## config.mk

```make
export PLATFORM = sky130hd
export DESIGN_NAME = mips_alu_sequencer
export DESIGN_NICKNAME = d
export VERILOG_FILES = /design/src/rtl/mips_alu_sequencer.sv
export SDC_FILE = /design/constraint.sdc
export NUM_CORES = 1
export LEC_CHECK = 0
export BUFFER_PORTS_ARGS = -buffer_cell sky130_fd_sc_hd__buf_2
export CELL_PAD_IN_SITES_DETAIL_PLACEMENT = 0
export CELL_PAD_IN_SITES_GLOBAL_PLACEMENT = 1
export CORE_AREA = 3 3 117 119
export CTS_CLUSTER_SIZE = 24
export DETAILED_ROUTE_END_ITERATION = 12
export DIE_AREA = 0 0 120 122
export PLACE_DENSITY = 0.77
export SKIP_LAST_GASP = 1
export SLEW_MARGIN = 20
export SYNTH_ARGS = -nofsm -noshare
export SYNTH_HDL_FRONTEND = slang
export SYNTH_SLANG_ARGS = --single-unit
```

## constraint.sdc

```tcl
create_clock -name clk -period 1.8 [get_ports clk]
set_input_delay 0.18 -clock clk [delete_from_list [all_inputs] [get_ports clk]]
set_output_delay 0.18 -clock clk [all_outputs]
set_load 0.1 [all_outputs]
```

## src/rtl/mips_alu_sequencer.sv

```systemverilog
// mips_alu_sequencer: multi-cycle controller that runs one MIPS ALU instruction at a
// time on the register-file + ALU datapath (accept -> EXEC -> WB, 3 cycles each).
module mips_alu_sequencer #(
    parameter int          ALUOP_W       = 4,
    parameter logic [5:0]  IMM_SEXT_MASK = 6'b001010
) (
    input  logic               clk,
    input  logic               reset,
    input  logic               instr_valid,
    output logic               instr_ready,
    input  logic [31:0]        instr,
    output logic [4:0]         read_reg1,
    output logic [4:0]         read_reg2,
    output logic [4:0]         write_reg,
    output logic [31:0]        write_data,
    output logic               RegWrite,
    output logic [ALUOP_W-1:0] ALUop,
    output logic               MUXsel,
    output logic [31:0]        imm_out,
    input  logic [31:0]        ALUout,
    input  logic               ALUzero,
    output logic               done,
    output logic [31:0]        result,
    output logic               result_zero,
    output logic               illegal
);

    typedef enum logic [1:0] {
        IDLE = 2'd0,
        EXEC = 2'd1,
        WB   = 2'd2
    } state_t;

    state_t r_state;
    state_t w_nextState;

    // Decoded view of the incoming instruction word
    logic               w_legal;
    logic [ALUOP_W-1:0] w_aluop;
    logic               w_muxsel;
    logic [31:0]        w_imm;
    logic [4:0]         w_dest;
    logic [5:0]         w_opcode;
    logic [5:0]         w_funct;
    logic               w_accept;

    // Latched instruction fields and captured ALU result
    logic [4:0]         r_rs;
    logic [4:0]         r_rt;
    logic [4:0]         r_dest;
    logic [ALUOP_W-1:0] r_aluop;
    logic               r_muxsel;
    logic [31:0]        r_imm;
    logic [31:0]        r_result;
    logic               r_zero;
    logic [31:0]        r_retResult;
    logic               r_retZero;
    logic               r_illegal;

    // The extension mask is documentation only; the extension rule is fixed by opcode
    logic w_unusedMask;
    assign w_unusedMask = ^IMM_SEXT_MASK;

    assign w_opcode = instr[31:26];
    assign w_funct  = instr[5:0];
    assign w_accept = (r_state == IDLE) && instr_valid;

    // Decode the live instruction word into ALU control, operand select and destination
    always_comb begin
        w_legal  = 1'b0;
        w_aluop  = '0;
        w_muxsel = 1'b0;
        w_imm    = 32'd0;
        w_dest   = instr[15:11];
        case (w_opcode)
            6'h00: begin
                w_muxsel = 1'b0;
                w_dest   = instr[15:11];
                case (w_funct)
                    6'h20, 6'h21: begin w_legal = 1'b1; w_aluop = ALUOP_W'(4'b0010); end
                    6'h22, 6'h23: begin w_legal = 1'b1; w_aluop = ALUOP_W'(4'b0110); end
                    6'h24:        begin w_legal = 1'b1; w_aluop = ALUOP_W'(4'b0000); end
                    6'h25:        begin w_legal = 1'b1; w_aluop = ALUOP_W'(4'b0001); end
                    6'h27:        begin w_legal = 1'b1; w_aluop = ALUOP_W'(4'b1100); end
                    6'h2A:        begin w_legal = 1'b1; w_aluop = ALUOP_W'(4'b0111); end
                    default:      w_legal = 1'b0;
                endcase
            end
            6'h08, 6'h09: begin
                w_legal  = 1'b1;
                w_aluop  = ALUOP_W'(4'b0010);
                w_muxsel = 1'b1;
                w_imm    = {{16{instr[15]}}, instr[15:0]};
                w_dest   = instr[20:16];
            end
            6'h0A: begin
                w_legal  = 1'b1;
                w_aluop  = ALUOP_W'(4'b0111);
                w_muxsel = 1'b1;
                w_imm    = {{16{instr[15]}}, instr[15:0]};
                w_dest   = instr[20:16];
            end
            6'h0C: begin
                w_legal  = 1'b1;
                w_aluop  = ALUOP_W'(4'b0000);
                w_muxsel = 1'b1;
                w_imm    = {16'd0, instr[15:0]};
                w_dest   = instr[20:16];
            end
            6'h0D: begin
                w_legal  = 1'b1;
                w_aluop  = ALUOP_W'(4'b0001);
                w_muxsel = 1'b1;
                w_imm    = {16'd0, instr[15:0]};
                w_dest   = instr[20:16];
            end
            default: w_legal = 1'b0;
        endcase
    end

    // State register; reset always returns to IDLE and abandons any instruction in flight
    always_ff @(posedge clk) begin
        if (reset) begin
            r_state <= IDLE;
        end else begin
            r_state <= w_nextState;
        end
    end

    // Next-state and handshake/write-back strobes; reset masks the strobes in its own cycle
    always_comb begin
        w_nextState = r_state;
        instr_ready = 1'b0;
        done        = 1'b0;
        RegWrite    = 1'b0;
        result      = r_retResult;
        result_zero = r_retZero;
        case (r_state)
            IDLE: begin
                instr_ready = !reset;
                if (instr_valid && w_legal) begin
                    w_nextState = EXEC;
                end
            end
            EXEC: begin
                w_nextState = WB;
            end
            WB: begin
                w_nextState = IDLE;
                done        = !reset;
                RegWrite    = !reset && (r_dest != 5'd0);
                result      = r_result;
                result_zero = r_zero;
            end
            default: begin
                w_nextState = IDLE;
            end
        endcase
    end

    // Latch fields on a legal accept, capture the ALU in EXEC, retire the result in WB
    always_ff @(posedge clk) begin
        if (reset) begin
            r_rs        <= 5'd0;
            r_rt        <= 5'd0;
            r_dest      <= 5'd0;
            r_aluop     <= '0;
            r_muxsel    <= 1'b0;
            r_imm       <= 32'd0;
            r_result    <= 32'd0;
            r_zero      <= 1'b0;
            r_retResult <= 32'd0;
            r_retZero   <= 1'b0;
            r_illegal   <= 1'b0;
        end else begin
            r_illegal <= w_accept && !w_legal;
            if (w_accept && w_legal) begin
                r_rs     <= instr[25:21];
                r_rt     <= instr[20:16];
                r_dest   <= w_dest;
                r_aluop  <= w_aluop;
                r_muxsel <= w_muxsel;
                r_imm    <= w_imm;
            end
            if (r_state == EXEC) begin
                r_result <= ALUout;
                r_zero   <= ALUzero;
            end
            if (r_state == WB) begin
                r_retResult <= r_result;
                r_retZero   <= r_zero;
            end
        end
    end

    assign read_reg1  = r_rs;
    assign read_reg2  = r_rt;
    assign write_reg  = r_dest;
    assign write_data = r_result;
    assign ALUop      = r_aluop;
    assign MUXsel     = r_muxsel;
    assign imm_out    = r_imm;
    assign illegal    = r_illegal;

endmodule

```

==> metrics.txt <==
Reg-to-Reg Start r_state[0]$_SDFFE_PP0P_; total negative slack 0 ns; Synth area leaders dfxtp_1, mux2_2, nand2_1; Synth-to-Final Area Change 50.7%; register area 0.00214 mm²; area occupied by multi-input gates 0.00223 mm²; grt total ovfl 0; cts hold-fix bufs 0; Yosys reg bits 106; Hold Worst Slack 0.0742 ns; dpl ws 0.0655 ns; Worst Setup End Kind output pin; total track usage 17.8%; VDD IR max 0.380 mV; worst clock skew 0.00711 ns; leading area contributor after synthesis dfxtp_1; clk sink count 106; DR iter-0 viols 277; first-pass detailed-route iteration total 4; max-cap violations 0; post-synthesis net count 540; internal reg-to-reg setup slack 0.12 ns; number of flops mapped to enable cells by yosys 0; Gate Count Post-Synth 472; DRC Markers 0; drt wl/cell 16.2 µm; via count 4103; # setup viols final 0; status complete, no violations; die width 120 µm; setup ws final 0.00559 ns; Core Region 0.0127 mm²; die area 0.0146 mm²; Layout Nets 720; Distinct cells, synth 46; top-area cell type share of the netlist area 47.5%; routed wire length 13.5 mm; Cell Area, Synth 0.00446 mm²; Slew Viols, Final 0; Filler cells 1160; DP HPWL 9.73 mm; pin count of the biggest net entering global routing 48; proportion of layout cells with a drive suffix above 1 44.4%; row cnt 41; Highest Clock Rate 557 MHz; remaining antenna violation count after routing 0; Worst-Skew Late Latency 0.33 ns; final period utilization 99.7%; I/O Buffers 188; initial antenna violation count 0; most common cell after layout, fill and taps aside buf_2; hold_sp ALUout[1]; critical path peak fanout 8; Hold Path Class in -> reg; ys async rst share 0%; Slew @ Worst Pin 0.515 ns; vias in the first global route 4051; WS Path Type reg -> out; Primary FF master, synth dfxtp_1; Via density 4.94; Die Span Y 122 µm; most frequent cells in the layout buf_2, dfxtp_1, nand2_1, buf_12, a21oi_1; first-pass GRT wire length 20.9 mm; clk slew on worst S/H paths 0.07 ns; register area share after synthesis 47.5%; initial core utilization 35.2%; relative slew slack 65.9%; total of warnings raised by yosys 0; Clock Path Buffers 2; Clock Tree Root clkbuf_16; CTS tree done; pwr/cell area 761 mW/mm²; Ports 189; average size of a mapped cell 9.46 µm²; WP data arrival 1.61 ns; WP data required 1.62 ns; Placer Congestion 0.775; min Tclk post-route 1.79 ns; leak pwr 2.99 nW; CTS H-tree depth 3; final hold vios 0; Critical path origin r_state[0]$_SDFFE_PP0P_; number of CTS-inserted buffers 9; type of origin of the critical path flip-flop; RSZ-0062 raised after global routing true
==> timing repair <==
action,4_1_cts,5_1_grt
cloned,3,0
gates resized for setup,22,4
setup endpoints to repair,34,54
buffers inserted,5,5
pin swaps,0,2
==> logic make-up (layout without fill, tap and decap cells) <==
logic type      after synthesis  in the layout  synth area share [%]
compound gates               77             77                  11.7
simple gates                188            188                  22.9
buf+inv                      53            238                  6.08
mux                          48             48                  11.8
other cells                   0              1                     0
flops                       106            106                  47.5
==> synth_stat cells, types with 2 or more instances <==
| cell type | number |
|---|---|
| buf_2 | 4 |
| nor3_1 | 3 |
| nand3_1 | 14 |
| nand2b_1 | 3 |
| nor4bb_1 | 2 |
| a31o_1 | 18 |
| a211oi_1 | 2 |
| nor2b_1 | 3 |
| or4_1 | 2 |
| nor2_1 | 2 |
| o21a_1 | 5 |
| nor4b_1 | 18 |
| a21oi_1 | 36 |
| buf_4 | 16 |
| mux2_2 | 33 |
| mux2i_1 | 14 |
| dfxtp_1 | 106 |
| a31oi_1 | 5 |
| o21ai_0 | 3 |
| and2_1 | 33 |
| inv_1 | 2 |
| clkbuf_1 | 27 |
| nor4_1 | 2 |
| nand2_1 | 95 |
| buf_1 | 3 |
==> stage by stage <==
step / area (µm²) / cells / utilization, % / power, mW
2_1_floorplan: 4560 / 472 / - / 2.76
3_3_place_gp: 6220 / 805 / 49.1 / 2.95
3_5_place_dp: 6220 / 805 / 49.1 / 2.95
4_1_cts: 6740 / 827 / 53.2 / 5.17
5_1_grt: 6720 / 829 / 53.1 / 5.30
6_report: 6730 / 830 / 53.1 / 5.12
==> where the power goes <==
part,total [mW],internal [mW],switching (mW),leakage (nW)
clock,2.22,1.37,0.850,0.159
combinational,0.521,0.154,0.368,1.97
sequential,2.38,2.36,0.0161,0.860
total,5.12,3.88,1.23,2.99
==> path summary, 6_finish.rpt <==
check / cells past startpoint / to
setup / recovery: 5 / result[17]
setup reg to reg: 6 / write_reg[2]$_SDFFE_PP0P_
hold reg to reg: 2 / r_zero$_SDFFE_PP0N_
hold / removal: 3 / write_data[1]$_SDFFE_PP0N_
==> final cells by class <==
class / instances / share of cell area, %
Tap cell: 172 / 3.20
Timing Repair Buffer: 220 / 26.6
Antenna cell: 1 / 0.0372
Multi-Input combinational cell: 313 / 33.1
Sequential cell: 106 / 31.8
Clock inverter: 6 / 1.69
Clock buffer: 10 / 3.40
Inverter: 2 / 0.112
==> routing by layer <==
metal	wire, µm	GRT usage, %	up-vias
li1	-	-	1983
met1	5590	21.7	1942
met2	6610	30.8	158
met3	1080	5.01	20
met4	190	4.94	0
met5	0	0	-
==> worst max-delay path, cell delays in order, from the launching register on <==
cell and delay, ns:
dfxtp_4 0.34, nand2b_4 0.15, buf_6 0.14, buf_16 0.15
mux2_4 0.32, buf_12 0.17
Note: power is estimated with default switching activity, not from simulation.
